$ cat config.mk
export PLATFORM = sky130hd
export DESIGN_NAME = ex_stage
export DESIGN_NICKNAME = d
export VERILOG_FILES = /design/src/rtl/ex_pkg.sv /design/src/rtl/ex_mul_seq.sv /design/src/rtl/ex_stage.sv
export SDC_FILE = /design/constraint.sdc
export NUM_CORES = 1
export LEC_CHECK = 0
export CAP_MARGIN = 20
export CORE_ASPECT_RATIO = 0.7
export CORE_MARGIN = 2
export CORE_UTILIZATION = 50
export DETAILED_ROUTE_END_ITERATION = 8
export PLACE_DENSITY = 0.79
export SYNTH_ARGS = -nofsm -noshare
export SYNTH_HDL_FRONTEND = slang
export SYNTH_HIERARCHICAL = 1
export SYNTH_SLANG_ARGS = --single-unit
$ cat constraint.sdc
create_clock -name clk -period 5.3 [get_ports clk]
set_clock_uncertainty 0.15 [all_clocks]
set_input_delay 1.06 -clock clk [delete_from_list [all_inputs] [get_ports clk]]
set_output_delay 1.06 -clock clk [all_outputs]
set_load 0.005 [all_outputs]
$ cat src/rtl/ex_pkg.sv
// Shared constants for the MIPS execute stage: ALUOp/funct encodings, ALU-control codes, control-bus bit indices, multiplier FSM states.
// Latency: n/a (package only).
// Backpressure: n/a.
// Contents: aluop codes, funct constants, alu_ctl_e (4-bit), EX control bit indices, mul_state_e,
//           alu_ctl_decode() which maps {aluop, funct} to an ALU operation.
package ex_pkg;

  localparam logic [1:0] ALUOP_ADD   = 2'b00;  // loads/stores
  localparam logic [1:0] ALUOP_SUB   = 2'b01;  // beq compare
  localparam logic [1:0] ALUOP_FUNCT = 2'b10;  // R-type, decode funct
  localparam logic [1:0] ALUOP_ADD2  = 2'b11;  // treated as add

  localparam logic [5:0] FUNCT_ADD  = 6'b100000;
  localparam logic [5:0] FUNCT_SUB  = 6'b100010;
  localparam logic [5:0] FUNCT_AND  = 6'b100100;
  localparam logic [5:0] FUNCT_OR   = 6'b100101;
  localparam logic [5:0] FUNCT_SLT  = 6'b101010;
  localparam logic [5:0] FUNCT_MULT = 6'b011000;

  typedef enum logic [3:0] {
    ALU_AND = 4'b0000,
    ALU_OR  = 4'b0001,
    ALU_ADD = 4'b0010,
    ALU_SUB = 4'b0110,
    ALU_SLT = 4'b0111,
    ALU_MUL = 4'b1000,
    ALU_NOP = 4'b1111   // result forced to 0
  } alu_ctl_e;

  // ex_in = {regdst, aluop[1:0], alusrc}
  localparam int EX_REGDST    = 3;
  localparam int EX_ALUOP_MSB = 2;
  localparam int EX_ALUOP_LSB = 1;
  localparam int EX_ALUSRC    = 0;

  typedef enum logic [1:0] {
    MUL_IDLE = 2'b00,
    MUL_BUSY = 2'b01,
    MUL_DONE = 2'b10
  } mul_state_e;

  function automatic alu_ctl_e alu_ctl_decode(input logic [1:0] aluop, input logic [5:0] funct);
    alu_ctl_e ctl;
    ctl = ALU_NOP;
    case (aluop)
      ALUOP_ADD, ALUOP_ADD2: ctl = ALU_ADD;
      ALUOP_SUB:             ctl = ALU_SUB;
      default: begin
        case (funct)
          FUNCT_ADD:  ctl = ALU_ADD;
          FUNCT_SUB:  ctl = ALU_SUB;
          FUNCT_AND:  ctl = ALU_AND;
          FUNCT_OR:   ctl = ALU_OR;
          FUNCT_SLT:  ctl = ALU_SLT;
          FUNCT_MULT: ctl = ALU_MUL;
          default:    ctl = ALU_NOP;
        endcase
      end
    endcase
    return ctl;
  endfunction

endpackage

$ cat src/rtl/ex_mul_seq.sv
// Sequential shift-add multiplier, low DW bits of a*b (unsigned), one partial product per cycle.
// Latency: 1 load cycle + MUL_CYC busy cycles, product valid while done=1.
// Backpressure: stall is high (combinationally on start) until the DONE cycle; start ignored outside IDLE.
// Ports: clk, rst (async, active-high), start (op decoded), a/b operands,
//        stall (freeze front end), done (product valid this cycle), product.
module ex_mul_seq
  import ex_pkg::*;
#(
  parameter int DW      = 32,
  parameter int MUL_CYC = 32
) (
  input  logic          clk,
  input  logic          rst,
  input  logic          start,
  input  logic [DW-1:0] a,
  input  logic [DW-1:0] b,
  output logic          stall,
  output logic          done,
  output logic [DW-1:0] product
);

  localparam int CW = (MUL_CYC > 1) ? $clog2(MUL_CYC) : 1;

  mul_state_e    state;
  logic [CW-1:0] cnt;
  logic [DW-1:0] mcand;
  logic [DW-1:0] mplier;
  logic [DW-1:0] acc;

  always_ff @(posedge clk or posedge rst) begin
    if (rst) begin
      state  <= MUL_IDLE;
      cnt    <= '0;
      mcand  <= '0;
      mplier <= '0;
      acc    <= '0;
    end else begin
      case (state)
        MUL_IDLE: begin
          if (start) begin
            mcand  <= a;
            mplier <= b;
            acc    <= '0;
            cnt    <= '0;
            state  <= MUL_BUSY;
          end
        end
        MUL_BUSY: begin
          if (mplier[0]) acc <= acc + mcand;
          mcand  <= mcand << 1;
          mplier <= mplier >> 1;
          cnt    <= cnt + 1'b1;
          if (cnt == CW'(MUL_CYC - 1)) state <= MUL_DONE;
        end
        // One cycle only: the held instruction advances on this edge, so it
        // can never be re-started by the same start request.
        MUL_DONE: state <= MUL_IDLE;
        default:  state <= MUL_IDLE;
      endcase
    end
  end

  assign stall   = (state == MUL_BUSY) || ((state == MUL_IDLE) && start);
  assign done    = (state == MUL_DONE);
  assign product = acc;

endmodule

$ cat src/rtl/ex_stage.sv
// MIPS execute stage: ALU control, 32-bit ALU, ALUSrc/RegDst muxes, branch-target adder, EX/MEM latch.
// Latency: 1 cycle into EX/MEM; a MULT takes 34 cycles (stall high for 33).
// Backpressure: none unless MULT_EN; then stall freezes the front end and the latch loads bubbles.
// Config macro: MULT_EN (defined -> ex_mul_seq hosted for funct 011000; undefined -> stall tied 0, mult yields 0).
// Ports in : clk, rst (async, active-high), wb_in{regwrite,memtoreg}, mem_in{branch,memread,memwrite},
//            ex_in{regdst,aluop[1:0],alusrc}, npc, readdat1 (rs), readdat2 (rt), sign_ext ([5:0]=funct), rt, rd.
// Ports out: wb_out, mem_out, branch_target, zero, alu_result, wdata_out, dest_reg (all registered), stall (comb).
module ex_stage
  import ex_pkg::*;
#(
  parameter int DW = 32
`ifdef MULT_EN
  ,
  parameter int MUL_CYC = 32
`endif
) (
  input  logic          clk,
  input  logic          rst,
  input  logic [1:0]    wb_in,
  input  logic [2:0]    mem_in,
  input  logic [3:0]    ex_in,
  input  logic [DW-1:0] npc,
  input  logic [DW-1:0] readdat1,
  input  logic [DW-1:0] readdat2,
  input  logic [DW-1:0] sign_ext,
  input  logic [4:0]    rt,
  input  logic [4:0]    rd,
  output logic [1:0]    wb_out,
  output logic [2:0]    mem_out,
  output logic [DW-1:0] branch_target,
  output logic          zero,
  output logic [DW-1:0] alu_result,
  output logic [DW-1:0] wdata_out,
  output logic [4:0]    dest_reg,
  output logic          stall
);

  logic [1:0]    aluop;
  logic [DW-1:0] opb;
  alu_ctl_e      alu_ctl;
  logic [DW-1:0] mul_res;
  logic [DW-1:0] alu_next;
  logic [DW-1:0] bt_next;
  logic [4:0]    dest_next;

  assign aluop     = ex_in[EX_ALUOP_MSB:EX_ALUOP_LSB];
  assign opb       = ex_in[EX_ALUSRC] ? sign_ext : readdat2;
  assign alu_ctl   = alu_ctl_decode(aluop, sign_ext[5:0]);
  assign bt_next   = npc + (sign_ext << 2);
  assign dest_next = ex_in[EX_REGDST] ? rd : rt;

`ifdef MULT_EN
  logic          mul_start;
  logic          mul_done;
  logic [DW-1:0] mul_product;

  // Gated by rst so stall reads 0 during reset even if a MULT is still presented.
  assign mul_start = !rst && (alu_ctl == ALU_MUL);

  ex_mul_seq #(
    .DW      (DW),
    .MUL_CYC (MUL_CYC)
  ) u_mul (
    .clk     (clk),
    .rst     (rst),
    .start   (mul_start),
    .a       (readdat1),
    .b       (readdat2),
    .stall   (stall),
    .done    (mul_done),
    .product (mul_product)
  );

  // Only the DONE cycle reaches the latch (stall blocks the others).
  assign mul_res = mul_done ? mul_product : '0;
`else
  assign stall   = 1'b0;
  assign mul_res = '0;
`endif

  always_comb begin
    alu_next = '0;
    case (alu_ctl)
      ALU_ADD: alu_next = readdat1 + opb;
      ALU_SUB: alu_next = readdat1 - opb;
      ALU_AND: alu_next = readdat1 & opb;
      ALU_OR:  alu_next = readdat1 | opb;
      ALU_SLT: alu_next = {{(DW-1){1'b0}}, ($signed(readdat1) < $signed(opb))};
      ALU_MUL: alu_next = mul_res;
      default: alu_next = '0;
    endcase
  end

  // EX/MEM latch. While stalled only the control fields are squashed;
  // datapath fields hold so the bubble carries no side effects downstream.
  always_ff @(posedge clk or posedge rst) begin
    if (rst) begin
      wb_out        <= '0;
      mem_out       <= '0;
      branch_target <= '0;
      zero          <= 1'b0;
      alu_result    <= '0;
      wdata_out     <= '0;
      dest_reg      <= '0;
    end else if (stall) begin
      wb_out  <= '0;
      mem_out <= '0;
    end else begin
      wb_out        <= wb_in;
      mem_out       <= mem_in;
      branch_target <= bt_next;
      zero          <= (alu_next == '0);
      alu_result    <= alu_next;
      wdata_out     <= readdat2;
      dest_reg      <= dest_next;
    end
  end

endmodule

======== Yosys cells after proc, flatten, opt, wreduce, memory -nomap -nowiden ========
Index checks and enable logic that the tools add are counted.
storage, ports and cells
  register bits after elaboration ......... 107
  input bits .............................. 149
  output and inout port bits .............. 108
  logic and storage cells ................. 34
operators by class
  $add $sub $neg .......................... 3
  order comparisons ....................... 1
  equality and inequality tests ........... 12
  mux-type cells .......................... 5
  bitwise logic cells ..................... 2
  reduce and logical (&&, ||, !) cells .... 4
operators by type and width
  cell                                                                   count
  32-bit case mux with 5 select lines                                    1
  32-bit adder                                                           2
  32-bit bitwise AND                                                     1
  32-bit logical NOT                                                     1
  32-bit < comparator                                                    1
  32-bit 2-to-1 mux                                                      1
  32-bit bitwise OR                                                      1
  32-bit subtractor                                                      1
  6-bit equality test, second input constant                             5
  4-bit case mux with 6 select lines                                     1
  4-bit by 3-bit equality test with 1-bit output, second input constant  2
  4-bit case mux with 2 select lines                                     1
  6-bit by 5-bit equality test with 1-bit output, second input constant  1
  5-bit 2-to-1 mux                                                       1
  4-bit by 1-bit equality test with 1-bit output, second input constant  1
  4-bit by 2-bit equality test with 1-bit output, second input constant  1
  4-bit logical NOT                                                      1
  2-bit by 1-bit equality test with 1-bit output, second input constant  1
  2-bit equality test, second input constant                             1
  2-bit logical NOT                                                      1
  2-bit OR reduction                                                     1

======== Longest topological paths before layout ========
  depth in word-level cells ............... 6
  gate-level depth with buffers ........... 18
  gate-level depth less buffers ........... 16

======== Least setup slack after synthesis ========
Ideal clock, no wire load.
  kind .................................... input -> register
  start point ............................. in ex_in[0]
  end point ............................... reg zero
  library setup time ...................... 0.072 ns
  arrival time ............................ 5.426 ns
  data required time ...................... 5.078 ns
  setup slack ............................. -0.348 ns
  stages on the path ...................... 17
  path buffers ............................ 2
  cell sequence ........................... clkbuf_1 buf_1 mux2i_1 inv_1 ha_1 fa_1 or2_1 a221oi_1 o21ai_1 a311o_1 nand2_1 o22ai_1 a221o_1 a221o_1 or2_1 or4_1 nor2_1
on the way
  longest elaborated chain between the ends .. 4
  elaborated cells on any way between the ends .. 8
  classes of those cells .................. 2 x add/sub; 1 x order compare; 2 x mux; 2 x bitwise; 1 x reduce/logical
ends and longest elaborated chain
  item                                       line             RTL
  start: declaration                         ex_stage.sv:21   input logic [3:0] ex_in,
  32-bit 2-to-1 mux (*)                      ex_stage.sv:47   assign opb = ex_in[EX_ALUSRC] ? sign_ext : readdat2;
  32-bit subtractor (tied with other cells)  ex_stage.sv:85   ALU_SUB: alu_next = readdat1 - opb;
  32-bit case mux with 5 select lines (*)    ex_stage.sv:83   case (alu_ctl)
  via alu_next[24]                           ex_stage.sv:42   logic [DW-1:0] alu_next;
  32-bit logical NOT (*)                     ex_stage.sv:112  zero <= (alu_next == '0);
  end signal: assignment                     ex_stage.sv:112
  end: declaration                           ex_stage.sv:31   output logic zero,
The timed path passes the listed nets; every way through them passes the cells marked *.

======== Worst setup path in the final report ========
Same ends and word-level chain as after synthesis.

==> metrics.txt <==
run status completed; met3 usage 11.8%; Hold-fix buffers, CTS 0; core region area 0.0191 mm^2; Final nets 1872; Peak supply drop 0.165 mV; Final Setup Violations 0; Adder-Cell Fraction of Synth Area 16.9%; fin cells 1861; First-pass DRT Iterations 9; Core Util, Final 76.8%; GR peak layer met2; most common cell after layout, fill and taps aside clkdlybuf4s50_1; P_leak 6.90 nW; gr usage total 38.7%; Sw Ratio 36.5%; Initial Util 51.5%; fmax 0.194 GHz; DR vias/cell 5.98; clock network power share 20.0%; Sink Count 107; worst slew pin tran 0.569 ns; Ys Warns 6; vias in the first global route 10477; Final Hold Viols 0; Die ar. 0.0208 mm^2; Int Power 0.00219 W; clk slew on worst S/H paths 0.09 ns; most frequent cells in the layout 254 x clkdlybuf4s50_1, 224 x buf_4, 127 x ha_1; most used flip-flop cell after synthesis dfrtp_1; Synth Area in Compound Gates 26.0%; sequential power share 28.4%; Req. time, crit path 5.45 ns; IO Port Bufs 255; per-cell routed wire length 22.1 um; # diodes 0; area delta synth->final 49.0%; DPL Wire Length 33.4 mm; register area share after synthesis 27.2%; Avg Synthesized Cell Area 8.58 um^2; die height 121 um; number of max-cap violations 0; total I/O pin count 257; # DRC 0; crit-path max cell delay 0.42 ns; TritonCTS Buffers 9; H-tree depth 3; layout cells sized above 1 18.3%; syn_nets 1426; Setup CP Type input port to flip-flop; post-place setup slack -0.367 ns; Logic pwr share 51.5%; initial antenna violation count 0; cells along the critical path buf_2, buf_4, mux2i_1, ha_1, buf_4, nor4_1, o21ai_0, nor4b_1, buf_4, nand2b_1, a31o_2, and2_1, o311ai_1, a21oi_1, a211o_1, or4_1, nor2_1; max-slew violations 0; DRT iter0 DRCs 1638; crit end category flip-flop; CP max FO 12; synth unique cells 86; mux contribution to synthesized area 4.24%; Gate Count Post-Synth 1146; met1 usage 55.6%; asr flop ratio synth 100%; Tcrit/Tclk final 97.2%; Detail Route Antenna Nets 0; Slowest cell on crit path or4_1; Post-Synth Simple-Gate Area 16.1%; CTS root buf clkbuf_16; HP Class input port to asynchronous set/reset pin; CTS tree built; Cell Area, Synth 0.00983 mm^2; DR vias 11120; Rel. slew slack 61.1%; first-pass GRT wire length 60.7 mm; met2 usage 56.3%; worst path arrival time 5.30 ns; Final WS setup 0.150 ns; xor and xnor fraction of the mapped netlist area 3.39%; Clock Tree Buf Depth 2; largest net degree at the start of global routing 84; Setup crit start kind input port; Most Frequent Cell on Critical Path buf_4; Yosys reg bits 107; Cells after DPL 1843; largest family of logic cells by synthesized area compound AO/OA/AOI/OAI gates; final WL 41.1 mm; Post-synth EDFFs 0; Power Dens Cells 236 mW/mm^2; RSZ-0062 raised after global routing false; P_sw 0.00126 W; largest registers alu_result (32), branch_target (32), wdata_out (32); min Tclk post-route 5.15 ns; Final GP Congestion 1.04; row count 42; Setup Total Neg Slack 0 ns; Die Width 172 um; Congestion Overflow GR 0; number of fill cells in the layout 1369
==> synth_stat cells, drive strengths merged (5+ instances only) <==
cell     number  share of area (%)
a2111oi       9               0.80
a211o         9               0.80
a211oi       19                1.5
a21o         28                2.1
a21oi        86                4.5
a221o        11                1.1
a31oi        14               0.89
a41o          5               0.62
and2          9               0.57
and3          7               0.45
buf          17               0.87
clkbuf       30                1.1
dfrtp       107                 27
ha          128                 16
inv         106                4.0
mux2          5               0.57
mux2i        36                3.7
nand2        65                2.5
nand2b       13               0.83
nand3        20                1.0
nor2         91                3.5
nor2b        14               0.89
nor3         29                1.5
nor3b         6               0.46
nor4          8               0.51
nor4b         5               0.51
o211ai       18                1.4
o21a         10               0.76
o21ai        56                2.9
o21bai       14                1.1
o221ai       11               0.98
o22ai         9               0.57
o311ai        6               0.53
o31ai         8               0.61
or2           8               0.51
or3          11               0.70
xnor2        29                2.6
xor2          9               0.80
==> cell type report <==
type / count / area [um^2] / share of cell area, %
multi-input cells: 886 / 6650 / 45.4
clock buffers: 10 / 239 / 1.63
flip-flops and latches: 107 / 2680 / 18.3
well taps: 264 / 330 / 2.26
clock inverters: 6 / 58.8 / 0.401
repair buffers: 482 / 4300 / 29.3
inverters: 106 / 400 / 2.73
==> routing by layer <==
metal | vias up | part of all wire [%]
met5 | - | 0
met4 | 0 | 2.1
met3 | 70 | 13
met2 | 713 | 42
met1 | 5257 | 43
li1 | 5080 | -
==> path summary, 6_finish.rpt <==
check / endpoint / start / slack [ns]
min in group clk: wb_out[1]$_DFF_PP0_ / wb_in[1] / 0.98
max: zero$_DFF_PP0_ / ex_in[0] / 0.15
max in group asynchronous: wdata_out[13]$_DFF_PP0_ / rst / 3.19
min: wb_out[0]$_DFF_PP0_ / rst / 0.80
==> cell families (layout without fill, tap and decap cells) <==
logic type	Yosys count	after routing
compound gates	364	364
simple gates	311	311
buf+inv	153	604
fa+ha+maj	131	131
flops	107	107
mux	41	41
xor+xnor	38	38
other cells	1	1
==> worst max-delay path: cells and delay by family <==
| kind | cells | cell delay (ns) |
|---|---|---|
| multiplexers | 1 | 0.37 |
| buffers and inverters | 4 | 0.85 |
| AO/OA/AOI/OAI | 5 | 1.31 |
| AND/OR/NAND/NOR | 6 | 1.32 |
| adder cells (fa/ha/maj) | 1 | 0.38 |
==> stage by stage <==
step / area, um^2 / hold WS, ns / total power, W
after floorplan: 9840 / 0.941 / 0.00175
after global placement: 14200 / 1.36 / 0.00268
after detailed placement: 14200 / 1.36 / 0.00270
after CTS: 14500 / 0.976 / 0.00340
after global routing: 14600 / 0.808 / 0.00361
final: 14600 / 0.802 / 0.00345
==> power by group through the flow <==
stage / Combinational, W / Sequential, W / Clock, W
after floorplan: 0.000743 / 0.00101 / 0
after global placement: 0.00168 / 0.000992 / 0
after detailed placement: 0.00171 / 0.000998 / 0
after CTS: 0.00172 / 0.000981 / 0.000699
after global routing: 0.00189 / 0.000991 / 0.000731
final: 0.00178 / 0.000981 / 0.000692
==> what timing repair did <==
item / CTS / global route
resized for setup: 1 / 16
pin swaps: 0 / 4
endpoints found under the setup margin: 1 / 1
endpoints found under the hold margin: 0 / 0
setup buffers: 0 / 1
(Power assumes the default switching activity.)
